File: config.mk
export PLATFORM = sky130hd
export DESIGN_NAME = serial_adder
export DESIGN_NICKNAME = d
export VERILOG_FILES = /design/src/rtl/serial_adder.sv
export SDC_FILE = /design/constraint.sdc
export NUM_CORES = 1
export LEC_CHECK = 0
export BUFFER_PORTS_ARGS = -buffer_cell sky130_fd_sc_hd__buf_2
export CAP_MARGIN = 20
export CORE_MARGIN = 2
export CORE_UTILIZATION = 40
export CTS_BUF_LIST = sky130_fd_sc_hd__clkbuf_8
export DETAILED_ROUTE_END_ITERATION = 8
export HOLD_SLACK_MARGIN = 0.05
export PLACE_DENSITY = 0.65
export REMOVE_ABC_BUFFERS = 1
export SLEW_MARGIN = 30
export SYNTH_ARGS = -nofsm -noshare
export SYNTH_HDL_FRONTEND = slang
export SYNTH_SLANG_ARGS = --single-unit
File: constraint.sdc
create_clock -name clk -period 2.33 [get_ports clk]
set_clock_uncertainty 0.1 [all_clocks]
set_input_delay 0.3495 -clock clk [delete_from_list [all_inputs] [get_ports clk]]
set_output_delay 0.3495 -clock clk [all_outputs]
set_load 0.01 [all_outputs]
File: src/rtl/serial_adder.sv
`default_nettype none
// ============================================================================
// Module   : serial_adder
// Function : Bit-serial adder, one full-adder step per clock, LSB first.
//            Optional signed-overflow output enabled by SERIAL_ADDER_OVF_EN.
// Revision : 1.0  initial release
// ============================================================================
module serial_adder #(
  parameter int WIDTH = 8
) (
  input  logic             clk,
  input  logic             rst,
  input  logic             start,
  input  logic [WIDTH-1:0] a,
  input  logic [WIDTH-1:0] b,
  input  logic             c_in,
  output logic             busy,
  output logic             done,
  output logic [WIDTH-1:0] sum,
  output logic             c_out
`ifdef SERIAL_ADDER_OVF_EN
  ,
  output logic             ovf
`endif
);

  localparam int            CW     = $clog2(WIDTH + 1);
  localparam logic [CW-1:0] C_LAST = CW'(WIDTH - 1);
  localparam logic [CW-1:0] C_ONE  = CW'(1);

  localparam logic [1:0] S_IDLE = 2'd0;
  localparam logic [1:0] S_RUN  = 2'd1;
  localparam logic [1:0] S_DONE = 2'd2;

  logic [1:0]       state_q, state_d;
  logic [WIDTH-1:0] a_sh_q,  a_sh_d;
  logic [WIDTH-1:0] b_sh_q,  b_sh_d;
  logic             carry_q, carry_d;
  logic [CW-1:0]    cnt_q,   cnt_d;
  logic [WIDTH-1:0] sum_q,   sum_d;
  logic             c_out_q, c_out_d;
`ifdef SERIAL_ADDER_OVF_EN
  logic             ovf_q,   ovf_d;
`endif

  logic w_bit;
  logic w_carry;

  always_comb begin
    w_bit   = a_sh_q[0] ^ b_sh_q[0] ^ carry_q;
    w_carry = (a_sh_q[0] & b_sh_q[0]) | (a_sh_q[0] & carry_q) | (b_sh_q[0] & carry_q);

    state_d = state_q;
    a_sh_d  = a_sh_q;
    b_sh_d  = b_sh_q;
    carry_d = carry_q;
    cnt_d   = cnt_q;
    sum_d   = sum_q;
    c_out_d = c_out_q;
`ifdef SERIAL_ADDER_OVF_EN
    ovf_d   = ovf_q;
`endif

    case (state_q)
      S_IDLE: begin
        if (start) begin
          a_sh_d  = a;
          b_sh_d  = b;
          carry_d = c_in;
          cnt_d   = '0;
          state_d = S_RUN;
        end
      end
      S_RUN: begin
        // The a register doubles as the working sum: each consumed operand
        // bit leaves at the LSB while the new sum bit enters at the MSB.
        a_sh_d  = {w_bit, a_sh_q[WIDTH-1:1]};
        b_sh_d  = b_sh_q >> 1;
        carry_d = w_carry;
        cnt_d   = cnt_q + C_ONE;
        if (cnt_q == C_LAST) begin
          sum_d   = {w_bit, a_sh_q[WIDTH-1:1]};
          c_out_d = w_carry;
`ifdef SERIAL_ADDER_OVF_EN
          ovf_d   = carry_q ^ w_carry;
`endif
          state_d = S_DONE;
        end
      end
      S_DONE:  state_d = S_IDLE;
      default: state_d = S_IDLE;
    endcase
  end

  always_ff @(posedge clk) begin
    if (rst) begin
      state_q <= S_IDLE;
      a_sh_q  <= '0;
      b_sh_q  <= '0;
      carry_q <= 1'b0;
      cnt_q   <= '0;
      sum_q   <= '0;
      c_out_q <= 1'b0;
`ifdef SERIAL_ADDER_OVF_EN
      ovf_q   <= 1'b0;
`endif
    end else begin
      state_q <= state_d;
      a_sh_q  <= a_sh_d;
      b_sh_q  <= b_sh_d;
      carry_q <= carry_d;
      cnt_q   <= cnt_d;
      sum_q   <= sum_d;
      c_out_q <= c_out_d;
`ifdef SERIAL_ADDER_OVF_EN
      ovf_q   <= ovf_d;
`endif
    end
  end

  assign busy  = (state_q == S_RUN);
  assign done  = (state_q == S_DONE);
  assign sum   = sum_q;
  assign c_out = c_out_q;
`ifdef SERIAL_ADDER_OVF_EN
  assign ovf   = ovf_q;
`endif

endmodule
`default_nettype wire

==> Word level (Yosys, flattened, before mapping) <==
Index checks and enable logic that the tools add are counted.
{ "totals": {"register_bits": 32, "inputBits": 20, "out_inout_bits": 11, "wordCells": 36} }
{ "classes": {"n_eq_ne": 5, "n_addsub": 1, "mux": 11, "n_bitwise": 7, "n_reduce_logical": 5} }
{ "ops": {"columns": ["op", "count"], "rows": [
  ["8-bit case mux with 2 select lines", 2],
  ["8-bit two-way mux", 2],
  ["4-bit case mux with 2 select lines", 1],
  ["2-bit AND reduction", 3],
  ["4-bit by 1-bit adder with 4-bit output (second input constant)", 1],
  ["4-bit by 3-bit equality test with 1-bit output (second input constant)", 1],
  ["2-bit two-way mux", 2],
  ["4-bit two-way mux", 1],
  ["2-bit case mux with 2 select lines", 1],
  ["1-bit AND", 3],
  ["2-bit by 1-bit equality test with 1-bit output (second input constant)", 1],
  ["2-bit equality test (second input constant)", 1],
  ["2-bit zero test", 1],
  ["2-bit by 1-bit inequality test with 1-bit output (second input constant)", 1],
  ["2-bit inequality test (second input constant)", 1],
  ["1-bit bitwise OR", 2],
  ["1-bit case mux with 2 select lines", 1],
  ["2-bit nonzero test", 1],
  ["1-bit bitwise XOR", 2],
  ["1-bit two-way mux", 1]
]} }

==> Depth between registers and ports, before layout <==
Gate-level depths: netlist of run 1.
{ "depth": {"word_depth": 4, "mapped_depth": 5} }

==> Worst setup path after synthesis of run 1 <==
No wires, ideal clock.
{ "synth_path": {"path_type": "register to output", "from": "register state_q[1]", "to": "output port done", "stages_incl_launch_ff": 4, "t_required_ns": 1.881, "slack_ns": 0.886, "arrival_time_ns": 0.995, "cell_sequence": "dfxtp_1 > clkinv_1 > clkbuf_1 > nor2_1"} }
{ "synth_between": {"elab_chain_cells": 1} }
{ "synth_lines": {"columns": ["item", "line", "rtl"], "rows": [
  ["start: declaration", "35", "logic [1:0] state_q, state_d;"],
  ["start signal: assignment", "108", "state_q <= state_d;"],
  ["2-bit equality test", "122", "assign done = (state_q == S_DONE);"],
  ["end: declaration", "18", "output logic done,"]
]} }
Every way passes these cells.

==> Final worst setup path of run 1 <==
{ "layout_path": {"from": "register cnt_q[0]", "to": "register sum_q[7], in the netlist sum[7]"} }
{ "layout_between": {"elab_chain_cells": 2} }
{ "layout_lines": {"columns": ["item", "line", "rtl"], "rows": [
  ["start: declaration", "39", "logic [CW-1:0] cnt_q, cnt_d;"],
  ["start signal: assignment", "112", "cnt_q <= cnt_d;"],
  ["4-bit by 3-bit equality test with 1-bit output", "81", "if (cnt_q == C_LAST) begin"],
  ["2-bit AND reduction (no line)", null, null],
  ["end signal: assignment", "113", "sum_q <= sum_d;"],
  ["end: declaration", "40", "logic [WIDTH-1:0] sum_q, sum_d;"]
]} }
Every way passes these cells.
A chain may end at the register's enable or synchronous reset.

==> impl_results.md, run 1 <==
- CTS resizes: 0
- Register area share after synthesis: 44.5%
- Chip width: 64 um
- WL per Instance: roughly 14 um
- Hold crit path type: input port to register
- Min cycle time layout: 1.69 ns
- Top cell type's share of synthesized area: between 40% and 50%
- Final period util: between 70 and 80%
- Total of max-cap violations: 0
- Detailed placement HPWL: between 2000 and 2500 um
- Largest stage delay on the critical path: 0.40 ns
- Largest net degree at the start of global routing: 42
- Via-to-Cell Ratio: ~5.3
- GRT Total Usage: roughly 17%
- Status: complete, no violations
- Worst Path Class, Setup: register to register
- Most common cell after layout, fill and taps aside: nor2_1
- Die area: slightly above 4000 um^2
- Row Count: 21
- P_leak: a little under 0.0007 uW
- Starting density of the core: around 42%
- Hold Vio Cnt, Final: 0
- Final setup violation count: 0
- Fin util: roughly half
- Synthesized cell area: approximately 1400 um^2
- CP Launch Type: register
- CTS H-tree depth: 2
- Warnings from Yosys: 0
- Most frequent cells in the layout: nor2_1 (33), dfxtp_1 (32), buf_2 (30)
- Fin Hold WS: ~0.25 ns
- Number of antenna violations at the first check in global routing: 0
- Number of diodes: 0
- Worst IR Drop VDD: ~0.00037 V
- PwrDens: between 600 and 700 nW/um^2
- Synth Register Bits: 32
- First-pass GRT wire length: 5320 um
- Synth Instances: 163
- Hold_buf cts: 0
- Crit-path cells: ha_1, and3b_1, and2_1, o21ai_0
- GP Congestion: around 0.74
- Total number of vias: around 1300
- Antenna viol nets, final: 0
- Initial DRC count: 65
- RSZ-0062 raised after global routing: false
- Port bufs: 30
- Root Driver: clkbuf_8
- Max frequency: 0.592 GHz
- CTS tree: yes
- Drt pass-1 iters: 4
- I/O pins: 31
- Setup crit end kind: register
- Crit path max fanout: 11
- Clk slew on worst S/H paths: ~0.06 ns
- GRT overflow: 0
- Max_slew headroom: roughly three fifths
- Post-CTS Setup Bufs: 0
- CP required: between 2 and 2.5 ns
- Vias in the first global route: ~1100
- Area Growth Syn to Fin: 17.5%
- Setup TNS: 0 ns
- Core outline area: 3390 um^2
- Syn_area_per_cell: slightly below 9 um^2
- Layout cells sized above 1: a little over a fifth
- Largest area contributor in the netlist: dfxtp_1
- Clk_lat worst skew: roughly 0.28 ns
- CTS buffer count: 5
- Post-synth cell types: 30
- Pins Over Slew Limit: 0
- Worst-Margin Slew: 0.621 ns
- DRC violations left: 0
- Data arrival time of the critical path: between 1.5 and 2 ns
- Die height: around 64 um
- Longest Clk Path Bufs: 2
- Final #Nets: ~210
- Clock sink total: 32
- Slowest stage cell, crit path: and3b_1
- Top post-synthesis cells by area: dfxtp_1 (44%), a211oi_1 (9.4%), nor2_1 (8.6%)
- Drt total wl: 3220 um
-- worst max-delay path, delay by kind of cell, from the launching register on --
kind | cells | cell delay (ns)
DFF | 1 | 0.38
and+or+nand+nor | 2 | 0.73
adders and majority gates | 1 | 0.20
AOI/OAI and AO/OA | 1 | 0.15
-- synthesized netlist by cell type --
library cell,instances
a31oi_1,1
nand2b_1,10
buf_4,1
o22ai_1,4
a21oi_1,1
o21ba_2,1
o32a_1,1
and2_1,1
nand2_1,4
or4_1,1
clkinv_1,1
a32oi_1,1
o2bb2ai_1,12
nand4b_1,9
dfxtp_1,32
and3b_1,1
ha_1,1
inv_2,1
nor2_1,33
clkbuf_2,1
o21bai_1,1
buf_6,1
buf_2,3
clkbuf_1,8
nor2b_1,2
nand3_1,2
a22oi_1,1
o21ai_0,9
fa_1,1
a211oi_1,18
-- stage by stage --
step	setup WS [ns]	power (uW)	area (um^2)	std cells
2_1_floorplan	0.398	690	1370	149
3_3_place_gp	0.755	742	1600	228
3_5_place_dp	0.669	747	1600	228
4_1_cts	0.640	1170	1690	236
5_1_grt	0.474	1220	1690	236
6_report	0.641	1160	1690	236
-- cell families (layout without fill, tap and decap cells) --
family / count (synthesis) / in the layout / share of synthesized area, %
AND/OR/NAND/NOR: 63 / 63 / 22.6
AO/OA/AOI/OAI: 50 / 50 / 25.4
flip-flops: 32 / 32 / 44.5
buffers and inverters: 16 / 43 / 5.30
adder cells (fa/ha/maj): 2 / 2 / 2.26
-- final timing paths --
path	slack, ns	endpoint	cells past startpoint	startpoint
max	0.64	sum[7]$_SDFFE_PP0P_	4	cnt_q[0]$_SDFFE_PP0P_
min	0.25	b_sh_q[7]$_SDFFE_PP0P_	3	b[7]
max reg2reg	0.64	sum[7]$_SDFFE_PP0P_	4	cnt_q[0]$_SDFFE_PP0P_
min reg2reg	0.37	sum[6]$_SDFFE_PP0P_	2	sum[6]$_SDFFE_PP0P_
-- layer usage --
metal / wire length [um] / vias to the layer above / GRT usage, %
li1: - / 643 / -
met1: 1510 / 568 / 22.1
met2: 1500 / 34 / 24.6
met3: 151 / 5 / 4.23
met4: 58 / 0 / 10.6
met5: 0 / - / 0
-- cell type report --
class | count | area (um^2)
Fill cell | 338 | 1700
Multi-Input combinational cell | 115 | 723
Sequential cell | 32 | 641
Timing Repair Buffer | 33 | 173
Clock buffer | 6 | 82.6
Tap cell | 46 | 57.6
Clock inverter | 2 | 7.51
Inverter | 2 | 7.51
-- sequential cells by signal, summed over array words and instances (netlist names) --
register	cells
a_sh_q	8
b_sh_q	8
sum	8
cnt_q	4
state_q	2
c_out	1
carry_q	1
-- power by group --
group	internal, uW	leakage (uW)	switching, uW	total (uW)
sequential	578	0.000263	21.2	599
combinational	61.0	0.000360	75.9	137
clock	232	0.0000538	188	420
Power figures use the tool's default switching activity.
==> run 2: changes to the inputs <==
==> constraint.sdc (replaced) <==
create_clock -name clk -period 1.6 [get_ports clk]
set_clock_uncertainty 0.1 [all_clocks]
set_input_delay 0.24 -clock clk [delete_from_list [all_inputs] [get_ports clk]]
set_output_delay 0.24 -clock clk [all_outputs]
set_load 0.01 [all_outputs]
==> impl_results.md, run 2 (synthesized netlist as in run 1, its figures left out) <==
- Status: complete, no violations (unchanged)
- Row Count: 21 (unchanged)
- Filler cell count in the final layout: 340 (was 338)
- I/O pins: 31 (unchanged)
- CP top delay family: flip-flops (was simple AND/OR/NAND/NOR gates)
- Port bufs: 30 (unchanged)
- Worst Min Path Start: b[7] (unchanged)
- GRT Total Usage: 17.0% (was 16.9%)
- Detailed placement HPWL: 2210 um (was 2170 um)
- Area Growth Syn to Fin: 21.3% (was 17.5%)
- CTS tree: yes (unchanged)
- Post-CTS Setup Bufs: 0 (unchanged)
- Critical Path Stages: 3 (was 4)
- Crit-path cells: nor2b_1, buf_6, buf_2 (was ha_1, and3b_1, and2_1, o21ai_0)
- Crit path max fanout: 12 (was 11)
- Number of antenna violations at the first check in global routing: 0 (unchanged)
- P_leak: 0.000703 uW (was 0.000677 uW)
- Chip width: 64 um (unchanged)
- RSZ-0062 raised after global routing: true (was false)
- Pins Over Slew Limit: 0 (unchanged)
- CTS resizes: 0 (unchanged)
- Slowest stage cell, crit path: dfxtp_1 (was and3b_1)
- Cell count of the worst reg-to-reg path: 4 (unchanged)
- Drt total wl: 3190 um (was 3220 um)
- Critical R2R Capture: sum[3]$_SDFFE_PP0P_ (was sum[7]$_SDFFE_PP0P_)
- Root Driver: clkbuf_8 (unchanged)
- CP Launch Type: register (unchanged)
- RR Startpoint: cnt_q[0]$_SDFFE_PP0P_ (unchanged)
- Vias in the first global route: 1187 (was 1140)
- Layout cells sized above 1: 24.6% (was 21.6%)
- Clock sink total: 32 (unchanged)
- CTS buffer count: 5 (unchanged)
- Clk slew on worst S/H paths: 0.06 ns (about the same)
- Hold_buf cts: 0 (unchanged)
- GRT overflow: 0 (unchanged)
- Fin Hold WS: 0.155 ns (was 0.248 ns)
- Total of max-cap violations: 0 (unchanged)
- Hold crit path type: input port to register (unchanged)
- Total Power: 1740 uW (was 1160 uW)
- First-pass GRT wire length: 5310 um (was 5320 um)
- Most frequent cells in the layout: nor2_1 (33), dfxtp_1 (32), buf_2 (30) (unchanged)
- Core outline area: 3390 um^2 (unchanged)
- Data arrival time of the critical path: 1.20 ns (was 1.74 ns)
- Max_slew headroom: 74.7% (was 58.6%)
- Most common cell after layout, fill and taps aside: nor2_1 (unchanged)
- Min cycle time layout: between 1.5 and 2 ns
- Die height: 64 um (unchanged)
- CTS H-tree depth: 2 (unchanged)
- Via-to-Cell Ratio: 5.32 (was 5.30)
- Sequential cell area: 641 um^2 (unchanged)
- PwrDens: 997 nW/um^2 (was 683 nW/um^2)
- Clk_lat worst skew: 0.28 ns (about the same)
- Largest stage delay on the critical path: 0.40 ns (about the same)
- Starting density of the core: 42.5% (unchanged)
- Buf/Inv on CP: 2 (was 0)
- Hold Vio Cnt, Final: 0 (unchanged)
- Max frequency: 0.650 GHz
- Hold path depth: 3 (unchanged)
- GP Congestion: 0.722 (was 0.745)
- Initial DRC count: 62 (was 65)
- Drt pass-1 iters: 4 (unchanged)
- Total number of vias: 1282 (was 1250)
- Worst hold endpoint: b_sh_q[7]$_SDFFE_PP0P_ (unchanged)
- Worst-Margin Slew: 0.379 ns (was 0.621 ns)
- Final setup violation count: 0 (unchanged)
- Worst IR Drop VDD: 0.000467 V (was 0.000370 V)
- WL per Instance: 13.2 um (was 13.6 um)
- CP required: 1.26 ns (was 2.38 ns)
- Setup crit end kind: output pin (was register)
- Footprint of the multi-input gates: 723 um^2 (unchanged)
- DRC violations left: 0 (unchanged)
- Die area: 4100 um^2 (unchanged)
- Largest net degree at the start of global routing: 28 (was 42)
- Worst Path Class, Setup: register to output pin (was register to register)
- Flop2flop setup slack: 0.17 ns (was 0.64 ns)
- Antenna viol nets, final: 0 (unchanged)
- Final #Nets: 217 (was 211)
- Final period util: just under 100%
- Number of diodes: 0 (unchanged)
- Longest Clk Path Bufs: 2 (unchanged)
run 2: cell count changes in the layout (fill, tap and decap cells not counted), sizes merged:
cell    before  now
inv          3    1
buf         33   39
clkbuf       6    7
run 2: per-stage QoR:
stage / TNS, ns / worst slack [ns] / instance area [um^2] / util (%) / instances
3_5_place_dp: 0 / 0.150 / 1650 / 48.6 / 234
4_1_cts: 0 / 0.0491 / 1740 / 51.4 / 241
6_report: 0 / 0.0614 / 1750 / 51.5 / 241
2_1_floorplan: -3.63 / -0.332 / 1370 / - / 149
5_1_grt: -0.0109 / -0.0109 / 1750 / 51.5 / 241
3_3_place_gp: 0 / 0.205 / 1650 / 48.6 / 234
run 2: cell type report:
type | instances | share of cell area [%]
tap | 46 | 3.30
timing repair buffer | 39 | 12.7
inverter | 2 | 0.430
clock buffer | 7 | 5.52
sequential | 32 | 36.7
multi-input combinational | 115 | 41.4
run 2: per-layer routing:
layer	part of all wire, %	wire length, um	global-route usage (%)
met1	46	1480	20.1
met2	48	1520	28.3
met3	3.8	122	4.05
met4	2.2	69	8.97
met5	0	0	0
run 2: where the power goes:
part | total (uW) | internal, uW | switching, uW
Clock | 662 | 383 | 280
Combinational | 206 | 97.2 | 109
Sequential | 872 | 841 | 30.7
Total | 1740 | 1320 | 420
run 2: how the worst max path moves through the flow:
stage / to / from
2_1_floorplan: c_out$_SDFFE_PP0P_ / state_q[0]$_SDFFE_PP0P_
3_3_place_gp: sum[6]$_SDFFE_PP0P_ / cnt_q[0]$_SDFFE_PP0P_
3_5_place_dp: sum[3]$_SDFFE_PP0P_ / cnt_q[0]$_SDFFE_PP0P_
4_1_cts: busy / state_q[0]$_SDFFE_PP0P_
5_1_grt: busy / state_q[0]$_SDFFE_PP0P_
6_report: busy / state_q[0]$_SDFFE_PP0P_
run 2: worst reg2reg max path: stages, from the launching register on:
cell and delay (ns):
dfxtp_1 0.37, ha_1 0.20, and3b_1 0.17, and2_1 0.31, o21ai_0 0.15
==> run 3: changes to the inputs <==
--- a/config.mk
+++ b/config.mk
@@ -5,6 +5,7 @@
 export SDC_FILE = /design/constraint.sdc
 export NUM_CORES = 1
 export LEC_CHECK = 0
+export ABC_AREA = 1
 export BUFFER_PORTS_ARGS = -buffer_cell sky130_fd_sc_hd__buf_2
 export CAP_MARGIN = 20
 export CORE_MARGIN = 2
@@ -12,7 +13,7 @@
 export CTS_BUF_LIST = sky130_fd_sc_hd__clkbuf_8
 export DETAILED_ROUTE_END_ITERATION = 8
 export HOLD_SLACK_MARGIN = 0.05
-export PLACE_DENSITY = 0.65
+export PLACE_DENSITY = 0.64
 export REMOVE_ABC_BUFFERS = 1
 export SLEW_MARGIN = 30
 export SYNTH_ARGS = -nofsm -noshare
==> constraint.sdc (replaced) <==
create_clock -name clk -period 1.6 [get_ports clk]
set_clock_uncertainty 0.1 [all_clocks]
set_input_delay 0.24 -clock clk [delete_from_list [all_inputs] [get_ports clk]]
set_output_delay 0.24 -clock clk [all_outputs]
set_load 0.005 [all_outputs]
==> impl_results.md, run 3 <==
- Largest net degree at the start of global routing: 32 (was 28)
- CP required: 1.26 ns (about the same)
- Detailed placement HPWL: 2350 um (was 2210 um)
- CP top delay family: flip-flops (unchanged)
- Most frequent cells in the layout: nor2_1 (53), nand2_1 (53), nand3_1 (37) (was nor2_1 (33), dfxtp_1 (32), buf_2 (30))
- Register area share after synthesis: 41.9% (was 44.5%)
- Status: complete, no violations (unchanged)
- Cell count of the worst reg-to-reg path: 6 (was 4)
- Core outline area: 3660 um^2 (was 3390 um^2)
- Antenna viol nets, final: 0 (unchanged)
- Layout cells sized above 1: 20.5% (was 24.6%)
- Hold path depth: 3 (unchanged)
- Syn_area_per_cell: 6.76 um^2 (was 8.84 um^2)
- Crit-path cells: inv_1, nor2_4, buf_12, buf_2 (was nor2b_1, buf_6, buf_2)
- Max_slew headroom: 73.9% (was 74.7%)
- Hold Vio Cnt, Final: 0 (unchanged)
- Hold crit path type: input port to register (unchanged)
- Chip width: 65.8 um (was 64 um)
- Row Count: 22 (was 21)
- Simple-Gate Fraction of Synth Area: 44.6% (was 22.6%)
- CTS resizes: 0 (unchanged)
- Post-synth cell types: 21 (was 30)
- Drt pass-1 iters: 4 (unchanged)
- Max frequency: 0.666 GHz (was 0.650 GHz)
- Setup TNS: 0 ns (unchanged)
- Final setup violation count: 0 (unchanged)
- Critical Path Stages: 4 (was 3)
- Critical R2R Capture: b_sh_q[2]$_SDFFE_PP0P_ (was sum[3]$_SDFFE_PP0P_)
- CTS tree: yes (unchanged)
- Final period util: 93.9% (was 96.2%)
- Multiplexer share of the synthesized area: 0% (unchanged)
- Warnings from Yosys: 0 (unchanged)
- Longest Clk Path Bufs: 2 (unchanged)
- Post-Synth XOR/XNOR Area: 0% (unchanged)
- Synth Register Bits: 32 (unchanged)
- Die area: 4330 um^2 (was 4100 um^2)
- Initial DRC count: 57 (was 62)
- I/O pins: 31 (unchanged)
- Starting density of the core: 41.7% (was 42.5%)
- Post-CTS Setup Bufs: 0 (unchanged)
- Clk slew on worst S/H paths: 0.06 ns (about the same)
- Filler cell count in the final layout: 377 (was 340)
- Largest stage delay on the critical path: 0.36 ns (was 0.40 ns)
- Number of diodes: 0 (unchanged)
- Setup crit end kind: output pin (unchanged)
- Crit path to: busy (unchanged)
- Setup crit start: state_q[0]$_SDFFE_PP0P_ (unchanged)
- CTS H-tree depth: 2 (unchanged)
- Setup ws final: 0.0978 ns (was 0.0614 ns)
- Setup WS pre-CTS: 0.248 ns (was 0.150 ns)
- Synthesized cell area: 1530 um^2 (was 1440 um^2)
- GRT overflow: 0 (unchanged)
- Synth async-reset ratio: 0% (unchanged)
- Root Driver: clkbuf_8 (unchanged)
- Synth top cells by count: nand2_1 (53), nor2_1 (53), nand3_1 (37) (was nor2_1 (33), dfxtp_1 (32), a211oi_1 (18))
- Synth Instances: 226 (was 163)
- First-pass GRT wire length: 5440 um (was 5310 um)
- GRT Total Usage: 17.3% (was 17.0%)
- Worst-Margin Slew: 0.391 ns (was 0.379 ns)
- Total of max-cap violations: 0 (unchanged)
- Top cell type's share of synthesized area: 41.9% (was 44.5%)
- Slowest stage cell, crit path: dfxtp_2 (was dfxtp_1)
- Worst Path Class, Setup: register to output pin (unchanged)
- Clk_lat worst skew: 0.28 ns (about the same)
- Data arrival time of the critical path: 1.16 ns (was 1.20 ns)
- Worst Min Path Start: b[7] (unchanged)
- CTS buffer count: 5 (unchanged)
- RSZ-0062 raised after global routing: false (was true)
- Post-synth EDFFs: 0 (unchanged)
- Fin util: 51.5% (about the same)
- Pins Over Slew Limit: 0 (unchanged)
- WL per Instance: 10.9 um (was 13.2 um)
- Die height: 65.8 um (was 64 um)
- Crit path max fanout: 16 (was 12)
- PwrDens: 936 nW/um^2 (was 997 nW/um^2)
- Port bufs: 30 (unchanged)
- GP Congestion: 0.786 (was 0.722)
- Flop2flop setup slack: 0.21 ns (was 0.17 ns)
- Total number of vias: 1458 (was 1282)
- Largest area contributor in the netlist: dfxtp_1 (unchanged)
- Total Power: 1770 uW (was 1740 uW)
- Vias in the first global route: 1178 (was 1187)
- P_leak: 0.000929 uW (was 0.000703 uW)
- Top post-synthesis cells by area: dfxtp_1 (42%), nand2_1 (13%), nor2_1 (13%) (was dfxtp_1 (44%), a211oi_1 (9.4%), nor2_1 (8.6%))
- Number of antenna violations at the first check in global routing: 0 (unchanged)
- Via-to-Cell Ratio: 4.69 (was 5.32)
- Hold_buf cts: 0 (unchanged)
- Compound-Gate Fraction of Synth Area: 2.29% (was 25.4%)
- Worst IR Drop VDD: 0.000533 V (was 0.000467 V)
- Clock sink total: 32 (unchanged)
- Drt total wl: 3400 um (was 3190 um)
- DRC violations left: 0 (unchanged)
- CP Launch Type: register (unchanged)
- Buf/Inv on CP: 3 (was 2)
- Final #Nets: 285 (was 217)
- Area Growth Syn to Fin: 23.5% (was 21.3%)
- RR Startpoint: state_q[1]$_SDFFE_PP0P_ (was cnt_q[0]$_SDFFE_PP0P_)
- Synth Area in Adders: 2.13% (was 2.26%)
- Min cycle time layout: 1.50 ns (was 1.54 ns)
- Main flop type after synthesis: dfxtp_1 (unchanged)
- Largest family of logic cells by synthesized area: simple AND/OR/NAND/NOR gates (was compound AO/OA/AOI/OAI gates)
run 3: cell count changes after synthesis, sizes merged, moves of 9 or more:
cell     change
inv         +19
nor2        +23
o2bb2ai     -12
nand2       +50
nand2b      -10
a211oi      -18
nand3       +35
nand4b       -9
run 3: cell type report:
type | instances | area [um^2] | area share (%)
Clock buffer | 7 | 96.3 | 5.11
Multi-Input combinational cell | 163 | 754 | 40.0
Timing Repair Buffer | 40 | 255 | 13.5
Inverter | 21 | 78.8 | 4.18
Sequential cell | 32 | 642 | 34.0
Tap cell | 48 | 60.1 | 3.18
run 3: worst min-delay path: stages:
cell and delay (ns):
buf_2 0.10, nand3_1 0.07, a21oi_1 0.06
run 3: worst min-delay path by stage:
stage	slack, ns	end
2_1_floorplan	0.21	b_sh_q[7]$_SDFFE_PP0P_
3_3_place_gp	0.36	sum[6]$_SDFFE_PP0P_
3_5_place_dp	0.37	sum[0]$_SDFFE_PP0P_
4_1_cts	0.11	b_sh_q[7]$_SDFFE_PP0P_
5_1_grt	0.13	b_sh_q[7]$_SDFFE_PP0P_
6_report	0.12	b_sh_q[7]$_SDFFE_PP0P_
run 3: per-layer routing:
layer	vias up	GRT usage (%)	wire, um
met3	6	6.64	151
met2	27	27.9	1620
met5	-	0	0
met1	650	20.3	1560
met4	0	7.81	64
li1	775	-	-
run 3: cell families (layout without fill, tap and decap cells):
family	count (synthesis)	in the layout
and+or+nand+nor	154	154
DFF	32	32
buffers and inverters	31	68
AOI/OAI and AO/OA	7	7
adders and majority gates	2	2
run 3: per-stage QoR:
step,hold WS [ns],std cells,cell area [um^2]
floorplan,0.209,216,1470
global placement,0.356,303,1760
detailed placement,0.366,303,1760
CTS,0.113,310,1860
global route,0.127,311,1890
finish,0.119,311,1890
run 3: power breakdown:
| part | leakage, uW | switching [uW] | internal, uW |
|---|---|---|---|
| combinational | 0.000618 | 137 | 103 |
| clock | 0.0000503 | 288 | 383 |
| sequential | 0.000261 | 23.4 | 831 |
| total | 0.000929 | 449 | 1320 |
